`src/rtl/instr_fetch_unit.sv`:
```
`default_nettype none
// ============================================================================
//  Module      : instr_fetch_unit
//  Description : Instruction fetch initiator. Owns the PC, presents it as the
//                combinational ROM address, captures the returned word into a
//                small prefetch FIFO and hands instructions to decode through
//                a valid/ready handshake. A redirect from execute flushes the
//                FIFO and restarts fetch at the new PC. Fetching an unmapped
//                word (FAULT_WORD) or redirecting to a misaligned PC halts
//                fetch until the next aligned redirect or reset.
//  Ports       : clk, reset            - clock, synchronous active-high reset
//                Address / Word        - ROM address (= PC) and returned data
//                instr_valid/ready     - decode handshake for the FIFO head
//                instr_word/instr_pc   - head instruction and its PC
//                redirect_valid/_pc    - branch/jump redirect from execute
//                fetch_fault           - high while fetch is halted on a fault
//                perf_fetched/_stall   - only with IFETCH_PERF_EN defined
//  Options     : IFETCH_PERF_EN - adds fetched/stall performance counters
//  Revision    : 1.0 - initial release
// ============================================================================
module instr_fetch_unit #(
    parameter logic [31:0] RESET_PC   = 32'h0000_0000,
    parameter int          DEPTH      = 4,
    parameter logic [31:0] FAULT_WORD = 32'hFFFF_FFFF
) (
    input  logic        clk,
    input  logic        reset,
    output logic [31:0] Address,
    input  logic [31:0] Word,
    output logic        instr_valid,
    input  logic        instr_ready,
    output logic [31:0] instr_word,
    output logic [31:0] instr_pc,
    input  logic        redirect_valid,
    input  logic [31:0] redirect_pc,
`ifdef IFETCH_PERF_EN
    output logic [31:0] perf_fetched,
    output logic [31:0] perf_stall,
`endif
    output logic        fetch_fault
);

    localparam int c_PTR_W = $clog2(DEPTH);
    localparam int c_CNT_W = c_PTR_W + 1;
    localparam logic [c_CNT_W-1:0] c_DEPTH = c_CNT_W'(DEPTH);

    typedef enum logic [0:0] {
        c_ST_FETCH = 1'b0,
        c_ST_HALT  = 1'b1
    } state_t;

    state_t               r_state_q,  w_state_d;
    logic [31:0]          r_pc_q,     w_pc_d;
    logic [c_PTR_W-1:0]   r_wr_ptr_q, w_wr_ptr_d;
    logic [c_PTR_W-1:0]   r_rd_ptr_q, w_rd_ptr_d;
    logic [c_CNT_W-1:0]   r_count_q,  w_count_d;

    logic [31:0]          r_mem_word_q [DEPTH];
    logic [31:0]          r_mem_pc_q   [DEPTH];

    logic                 w_full;
    logic                 w_can_fetch;
    logic                 w_fault;
    logic                 w_push;
    logic                 w_pop;
    logic                 w_stall;

    // ------------------------------------------------------------------------
    // Outputs
    // ------------------------------------------------------------------------
    assign Address     = r_pc_q;
    assign instr_valid = (r_count_q != '0);
    assign fetch_fault = (r_state_q == c_ST_HALT);
    // Gated so the head reads as zero after reset without clearing storage.
    assign instr_word  = instr_valid ? r_mem_word_q[r_rd_ptr_q] : 32'h0;
    assign instr_pc    = instr_valid ? r_mem_pc_q[r_rd_ptr_q]   : 32'h0;

    // ------------------------------------------------------------------------
    // Next-state logic
    // ------------------------------------------------------------------------
    always_comb begin
        w_full      = (r_count_q == c_DEPTH);
        // No pass-through when full: a same-cycle pop does not free a slot.
        w_can_fetch = (r_state_q == c_ST_FETCH) && !w_full && !redirect_valid;
        w_fault     = w_can_fetch && (Word == FAULT_WORD);
        w_push      = w_can_fetch && (Word != FAULT_WORD);
        // A handshake in a redirect cycle is squashed.
        w_pop       = instr_valid && instr_ready && !redirect_valid;
        w_stall     = (r_state_q == c_ST_FETCH) && w_full && !redirect_valid;

        w_state_d   = r_state_q;
        w_pc_d      = r_pc_q;
        w_wr_ptr_d  = r_wr_ptr_q;
        w_rd_ptr_d  = r_rd_ptr_q;
        w_count_d   = r_count_q;

        if (redirect_valid) begin
            w_pc_d     = redirect_pc;
            w_wr_ptr_d = '0;
            w_rd_ptr_d = '0;
            w_count_d  = '0;
            w_state_d  = (redirect_pc[1:0] != 2'b00) ? c_ST_HALT : c_ST_FETCH;
        end else begin
            if (w_push) begin
                w_pc_d     = r_pc_q + 32'd4;
                w_wr_ptr_d = r_wr_ptr_q + c_PTR_W'(1);
            end
            if (w_fault) begin
                w_state_d = c_ST_HALT;
            end
            if (w_pop) begin
                w_rd_ptr_d = r_rd_ptr_q + c_PTR_W'(1);
            end
            case ({w_push, w_pop})
                2'b10:   w_count_d = r_count_q + c_CNT_W'(1);
                2'b01:   w_count_d = r_count_q - c_CNT_W'(1);
                default: w_count_d = r_count_q;
            endcase
        end
    end

    // ------------------------------------------------------------------------
    // State registers
    // ------------------------------------------------------------------------
    always_ff @(posedge clk) begin
        if (reset) begin
            r_state_q  <= c_ST_FETCH;
            r_pc_q     <= RESET_PC;
            r_wr_ptr_q <= '0;
            r_rd_ptr_q <= '0;
            r_count_q  <= '0;
        end else begin
            r_state_q  <= w_state_d;
            r_pc_q     <= w_pc_d;
            r_wr_ptr_q <= w_wr_ptr_d;
            r_rd_ptr_q <= w_rd_ptr_d;
            r_count_q  <= w_count_d;
        end
    end

    // FIFO storage: contents are only observed through the count, so no reset.
    always_ff @(posedge clk) begin
        if (!reset && w_push) begin
            r_mem_word_q[r_wr_ptr_q] <= Word;
            r_mem_pc_q[r_wr_ptr_q]   <= r_pc_q;
        end
    end

`ifdef IFETCH_PERF_EN
    // ------------------------------------------------------------------------
    // Performance counters (survive redirects, wrap naturally)
    // ------------------------------------------------------------------------
    logic [31:0] r_perf_fetched_q, w_perf_fetched_d;
    logic [31:0] r_perf_stall_q,   w_perf_stall_d;

    always_comb begin
        w_perf_fetched_d = r_perf_fetched_q;
        w_perf_stall_d   = r_perf_stall_q;
        if (w_push) begin
            w_perf_fetched_d = r_perf_fetched_q + 32'd1;
        end
        if (w_stall) begin
            w_perf_stall_d = r_perf_stall_q + 32'd1;
        end
    end

    always_ff @(posedge clk) begin
        if (reset) begin
            r_perf_fetched_q <= 32'h0;
            r_perf_stall_q   <= 32'h0;
        end else begin
            r_perf_fetched_q <= w_perf_fetched_d;
            r_perf_stall_q   <= w_perf_stall_d;
        end
    end

    assign perf_fetched = r_perf_fetched_q;
    assign perf_stall   = r_perf_stall_q;
`else
    logic w_unused_stall;
    assign w_unused_stall = w_stall;
`endif

endmodule
`default_nettype wire

```
`config.mk`:
```
export PLATFORM = sky130hd
export DESIGN_NAME = instr_fetch_unit
export DESIGN_NICKNAME = d
export VERILOG_FILES = /design/src/rtl/instr_fetch_unit.sv
export SDC_FILE = /design/constraint.sdc
export NUM_CORES = 1
export LEC_CHECK = 0
export BUFFER_PORTS_ARGS = -buffer_cell sky130_fd_sc_hd__buf_2
export CORE_ASPECT_RATIO = 2
export CORE_MARGIN = 1
export CORE_UTILIZATION = 30
export CTS_BUF_LIST = sky130_fd_sc_hd__clkbuf_16
export DETAILED_ROUTE_END_ITERATION = 10
export PLACE_DENSITY = 0.46
export SKIP_LAST_GASP = 1
export SLEW_MARGIN = 30
export SYNTH_ARGS = -nofsm -noshare
export SYNTH_HDL_FRONTEND = slang
export SYNTH_SLANG_ARGS = --single-unit
```
`constraint.sdc`:
```
create_clock -name clk -period 3.7 [get_ports clk]
set_input_delay 0.185 -clock clk [delete_from_list [all_inputs] [get_ports clk]]
set_output_delay 0.185 -clock clk [all_outputs]
set_load 0.005 [all_outputs]
```
# After elaboration in Yosys (flattened, before gate mapping)
# Memory sizes are Yosys's and may differ from the RTL's. A register that Yosys moved wholly into a read port is not among the register bits.
# Index checks and enable logic that the tools add are counted.
dict set report totals {
  reg_bits 40
  ram_bits 256
  input_bits 68
  out_inout_bits 98
  elab_cells 48
  memories 2
}
dict set report op_classes {
  add_sub_neg 5
  eq_ne 5
  n_mux 14
  n_bitwise 1
  reduce_logical 16
}
# memory depth width rd rd_clocked_by_memory_dff write_ports line_no
set memory_table {}
lappend memory_table {r_mem_pc_q 4 32 1 1 1 59} ;# logic [31:0] r_mem_pc_q [DEPTH];
lappend memory_table {r_mem_word_q 4 32 1 1 1 58} ;# logic [31:0] r_mem_word_q [DEPTH];
# cell count
set op_table {}
lappend op_table {{$mux 32} 4}
lappend op_table {{$add 32x3->32 const B} 1}
lappend op_table {{$eq 32x32->1 const B} 1}
lappend op_table {{$ne 32x32->1 const B} 1}
lappend op_table {{$mux 2} 4}
lappend op_table {{$reduce_bool 2->1} 4}
lappend op_table {{$logic_and 1x1->1} 7}
lappend op_table {{$pmux 3 s2} 1}
lappend op_table {{$mux 1} 5}
lappend op_table {{$add 2x1->2 const B} 2}
lappend op_table {{$add 3x1->3 const B} 1}
lappend op_table {{$eq 3x3->1 const B} 1}
lappend op_table {{$logic_not 1->1} 3}
lappend op_table {{$reduce_bool 3->1} 1}
lappend op_table {{$sub 3x1->3 const B} 1}
lappend op_table {{$eq 2x1->1 const B} 1}
lappend op_table {{$eq 2x2->1 const B} 1}
lappend op_table {{$reduce_or 2->1} 1}
lappend op_table {{$not 1->1} 1}

# Depth between registers and ports, before layout
dict set report depth {
  word_depth 8
  depth_mapped 12
  mapped_depth_nobuf 10
}

# Worst setup path after synthesis
# No wires, ideal clock.
dict set report synth_timing {
  path_type {in2reg}
  start {input Word[13]}
  end {memory r_mem_pc_q[0][0], enable pin}
  setup_ns 0.429
  arrival_time_ns 2.735
  required_time_ns 3.271
  path_slack_ns 0.536
  path_stages 5
  path_buffers 1
  path_cell_list {nand4_1 nor4_2 a2111oi_4 clkbuf_1 and3_1}
}
dict set report synth_via {
  elab_chain_cells 5
}
# item line_no
set synth_rtl {}
lappend synth_rtl {{start, declared} 29} ;# input logic [31:0] Word,
lappend synth_rtl {{$ne 32x32->1} 86} ;# w_push = w_can_fetch && (Word != FAULT_WORD);
lappend synth_rtl {{$logic_and 1x1->1} 86}
lappend synth_rtl {{$logic_and 1x1->1} 143} ;# if (!reset && w_push) begin
lappend synth_rtl {{$mux 1} 143}
lappend synth_rtl {{$mux 1 (not written as such)} 145} ;# r_mem_pc_q[r_wr_ptr_q] <= r_pc_q;
lappend synth_rtl {{end, declared} 59}
# No other way between the ends.

# Worst setup path after layout
dict set report layout_timing {
  start {input Word[13]}
  end {memory r_mem_word_q[1][5], enable pin}
}
dict set report layout_via {
  elab_chain_cells 5
}
# item line_no
set layout_rtl {}
lappend layout_rtl {{$ne 32x32->1} 86}
lappend layout_rtl {{$logic_and 1x1->1} 86}
lappend layout_rtl {{$logic_and 1x1->1} 143}
lappend layout_rtl {{$mux 1} 143}
lappend layout_rtl {{$mux 1 (not written as such)} 144} ;# r_mem_word_q[r_wr_ptr_q] <= Word;
lappend layout_rtl {{end, declared} 58}
# No other way between the ends.

==> impl_metrics.csv <==
group,metric,value,unit
outcome,status,"complete, no violations",
global_route,grt_max_degree,66,
die,num_rows,103,
detailed_routing,wirelength,32220,µm
setup_path,rrSetupSlack,1.25,ns
setup_path,timing.rr.start,"Address[3]",
die,die_w,144.2,µm
power_and_ir_drop,leakage,5.250,nW
setup_path,path_max_fanout,26,
setup_path,r2r_cells,6,
yosys,netlist.area_leader.share,0.6339,
place,dpl.hpwl,20760,µm
cts,numClockSinks,298,
yosys,ys_top_cells_by_count,"edfxtp_1, and2_1, mux4_2",
global_route,track_usage,0.1615,
detailed_routing,drt-vias-per-instance,4.891,
setup_path,worstSetupPathType,"in -> reg",
timing,tightest_slew,0.7479,ns
timing,period_share,0.7158,
timing,relSlewSlack,0.5014,
power_and_ir_drop,vdd_drop_max,278.4,µV
setup_path,reg2reg_to,"Address[30]",
yosys,synth_area_leaders,"edfxtp_1, mux4_2, dfxtp_1",
worst_hold_path,whs_endpoint,"Address[25]",
setup_path,start_kind,"input port",
timing,slew_violations,0,
yosys,yosysMostFrequentCell,"edfxtp_1",
worst_hold_path,worstHoldStart,"redirect_pc[25]",
worst_hold_path,whs_path_depth,4,
yosys,synth.distinct_cells,51,
layout,multiInputGateArea,3374,µm²
yosys,synth-seq-cells,298,
yosys,avgSynthCellArea,16.77,µm²
detailed_routing,ant_nets,0,
timing,fin_hold_ws,0.02638,ns
yosys,synth_nets,798,
global_route,grt_pass1_vias,7904,
timing,finalCriticalPeriod,2.649,ns
die,design.core.area,39690,µm²
place,place_congestion,0.7254,
layout,design_area,15180,µm²
yosys,netlist_instances,723,
yosys,yosysWarnings,0,
die,die_height,286.3,µm
place,place_area,13710,µm²
setup_path,cp_slowest_stage_delay,0.54,ns
die,io-pin-count,166,
yosys,synthArstFlopShare,0,
setup_path,endpoint_kind,"flip-flop",
timing,rsz0062_at_grt,"false",
place,place_ws,0.9470,ns
flow_run,maxCapViolCount,0,
worst_hold_path,hold_class,"in -> reg",
detailed_routing,drt_pass1_iterations,4,
cts,cts_tree,"yes",
setup_path,critical_path.cell_chain,"dlygate4sd3_1 > buf_2 > nand4_1 > nor4_2 > buf_4 > a2111oi_4 > buf_4 > and3_4 > buf_12",
cts,post_cts_buffers,0,
cts,root_buffer,"clkbuf_16",
layout,nets,1034,
timing,finalSetupTns,0,ns
yosys,ys_seq_area_frac,0.7032,
global_route,antenna_found_initial,0,
timing,skew,0.01817,ns
cts,clkTransAtPathRegs,0.07,ns
place,io_buffer_count,165,
yosys,synthFlopType,"edfxtp_1",
layout,layout-drive-gt1-share,0.3150,
cts,clockBufferDepth,3,
setup_path,cp_slowest_cell,"dlygate4sd3_1",
cts,cts_buffers,28,
timing,layout_setup_ws,1.051,ns
cts,clock_latency,0.57,ns
yosys,synth-edff-count,256,
global_route,grt_pass1_wl,48930,µm
layout,fill_cells,3862,
layout,synthToLayoutAreaGrowth,25.13,%
cts,h-tree-depth,1,
die,design.die.area,41280,µm²
yosys,synth_top_cell_by_area,"edfxtp_1",
detailed_routing,drc,0,
setup_path,cpMostUsedCell,"buf_4",
setup_path,required,3.96,ns
die,start_util,0.3055,
layout,seq_area,8536,µm²
layout,num_antenna_cells,0,
timing,hold_viol,0,
detailed_routing,vias,7366,
detailed_routing,post_drt_wl_per_cell,21.40,µm
detailed_routing,initialDrtViolationCount,380,
yosys,syn_area,12130,µm²
global_route,overflow,0,
setup_path,critPathArrivalTime,2.91,ns
power_and_ir_drop,p_per_area,456.8,nW/µm²
timing,finalSetupViolCount,0,
timing,max_freq,0.3776,GHz
==> metal layers <==
metal | vias up | global-route usage | part of all wire
li1 | 3345 | - | -
met1 | 3766 | 0.1750 | 0.36
met2 | 206 | 0.3147 | 0.57
met3 | 49 | 0.01952 | 0.041
met4 | 0 | 0.05395 | 0.027
met5 | - | 0 | 0
==> kinds of logic after synthesis <==
logic type / synth area share
compound gates: 0.04570
xor+xnor: 0.003612
fa+ha+maj: 0.007841
buf+inv: 0.02032
flops: 0.7032
mux: 0.1275
simple gates: 0.09182
==> per-stage QoR <==
stage	instances	util	total power, W
global route	1506	0.3823	0.007192
floorplan	723	-	0.004027
finish	1506	0.3823	0.006933
CTS	1506	0.3823	0.007046
global placement	1393	0.3454	0.004250
detailed placement	1393	0.3454	0.004254
==> placed cells by master, fill, tap and decap left out, types with 3 or more instances in the layout <==
cell type      Yosys  routed
a311oi_1           5       5
mux4_2            64      64
a32oi_1            4       4
nor2_1            22      22
ha_1               6       6
a31oi_1           13      13
o31a_1             5       5
clkbuf_16          0      28
dlygate4sd3_1      0      61
or4_1              8       8
nand3_1           16      16
and2_1            67      67
nand4_1           18      18
inv_1             18      22
buf_2             10     165
dfxtp_1           42      40
xor2_1             3       3
o211ai_1           4       4
and3_1            10       6
a21oi_1           16      16
buf_12             0       6
clkinv_1           0       7
mux2i_1            6       6
o21ai_0            4       4
edfxtp_1         256     256
nor3_1             4       4
o22ai_1            3       3
a311o_1            5       5
mux2_2             4       4
nand2_1           42      42
clkinv_2           0       8
and4_1             3       3
buf_4              0      17
and3_4             0       4
o311ai_0           5       5
==> state kept, by name, summed over array words and instances, names as in the netlist, named ones only <==
signal and count:
r_mem_pc_q 128, r_mem_word_q 128, r_count_q 3, r_rd_ptr_q 2, r_wr_ptr_q 2, fetch_fault 1, Address 32
==> timing repair <==
| item | 4_1_cts | 5_1_grt |
|---|---|---|
| resized for setup | 0 | 0 |
| hold buffers | 61 | 0 |
| endpoints found under the hold margin | 158 | 0 |
==> worst max-delay path: cells and delay by family <==
family	cells	cell delay (ns)
AOI/OAI and AO/OA	1	0.49
and+or+nand+nor	3	0.73
buffers and inverters	5	1.49
==> worst max path at each step <==
stage | start | to | cells after the start
after floorplan | Word[13] | r_mem_pc_q[0][0] | 5
after global placement | Word[5] | r_mem_word_q[1][4] | 8
after detailed placement | Word[25] | r_count_q[2] | 11
after CTS | Word[5] | r_mem_pc_q[1][10] | 9
after global routing | Word[25] | r_count_q[2] | 12
final | Word[13] | r_mem_word_q[1][5] | 9
==> layout make-up <==
| class | instances | area share |
|---|---|---|
| Multi-Input combinational cell | 363 | 0.2224 |
| Clock buffer | 28 | 0.04617 |
| Timing Repair Buffer | 249 | 0.1110 |
| Clock inverter | 24 | 0.01006 |
| Tap cell | 525 | 0.04328 |
| Inverter | 19 | 0.004699 |
| Sequential cell | 298 | 0.5625 |
==> report_power, final <==
| group | internal [W] | switching [W] | total, W |
|---|---|---|---|
| clock network | 0.00145 | 0.00126 | 0.00271 |
| logic | 0.000206 | 0.000219 | 0.000424 |
| registers | 0.00372 | 0.0000764 | 0.00379 |
| total | 0.00537 | 0.00156 | 0.00693 |
Note: power is estimated with default switching activity, not from simulation.
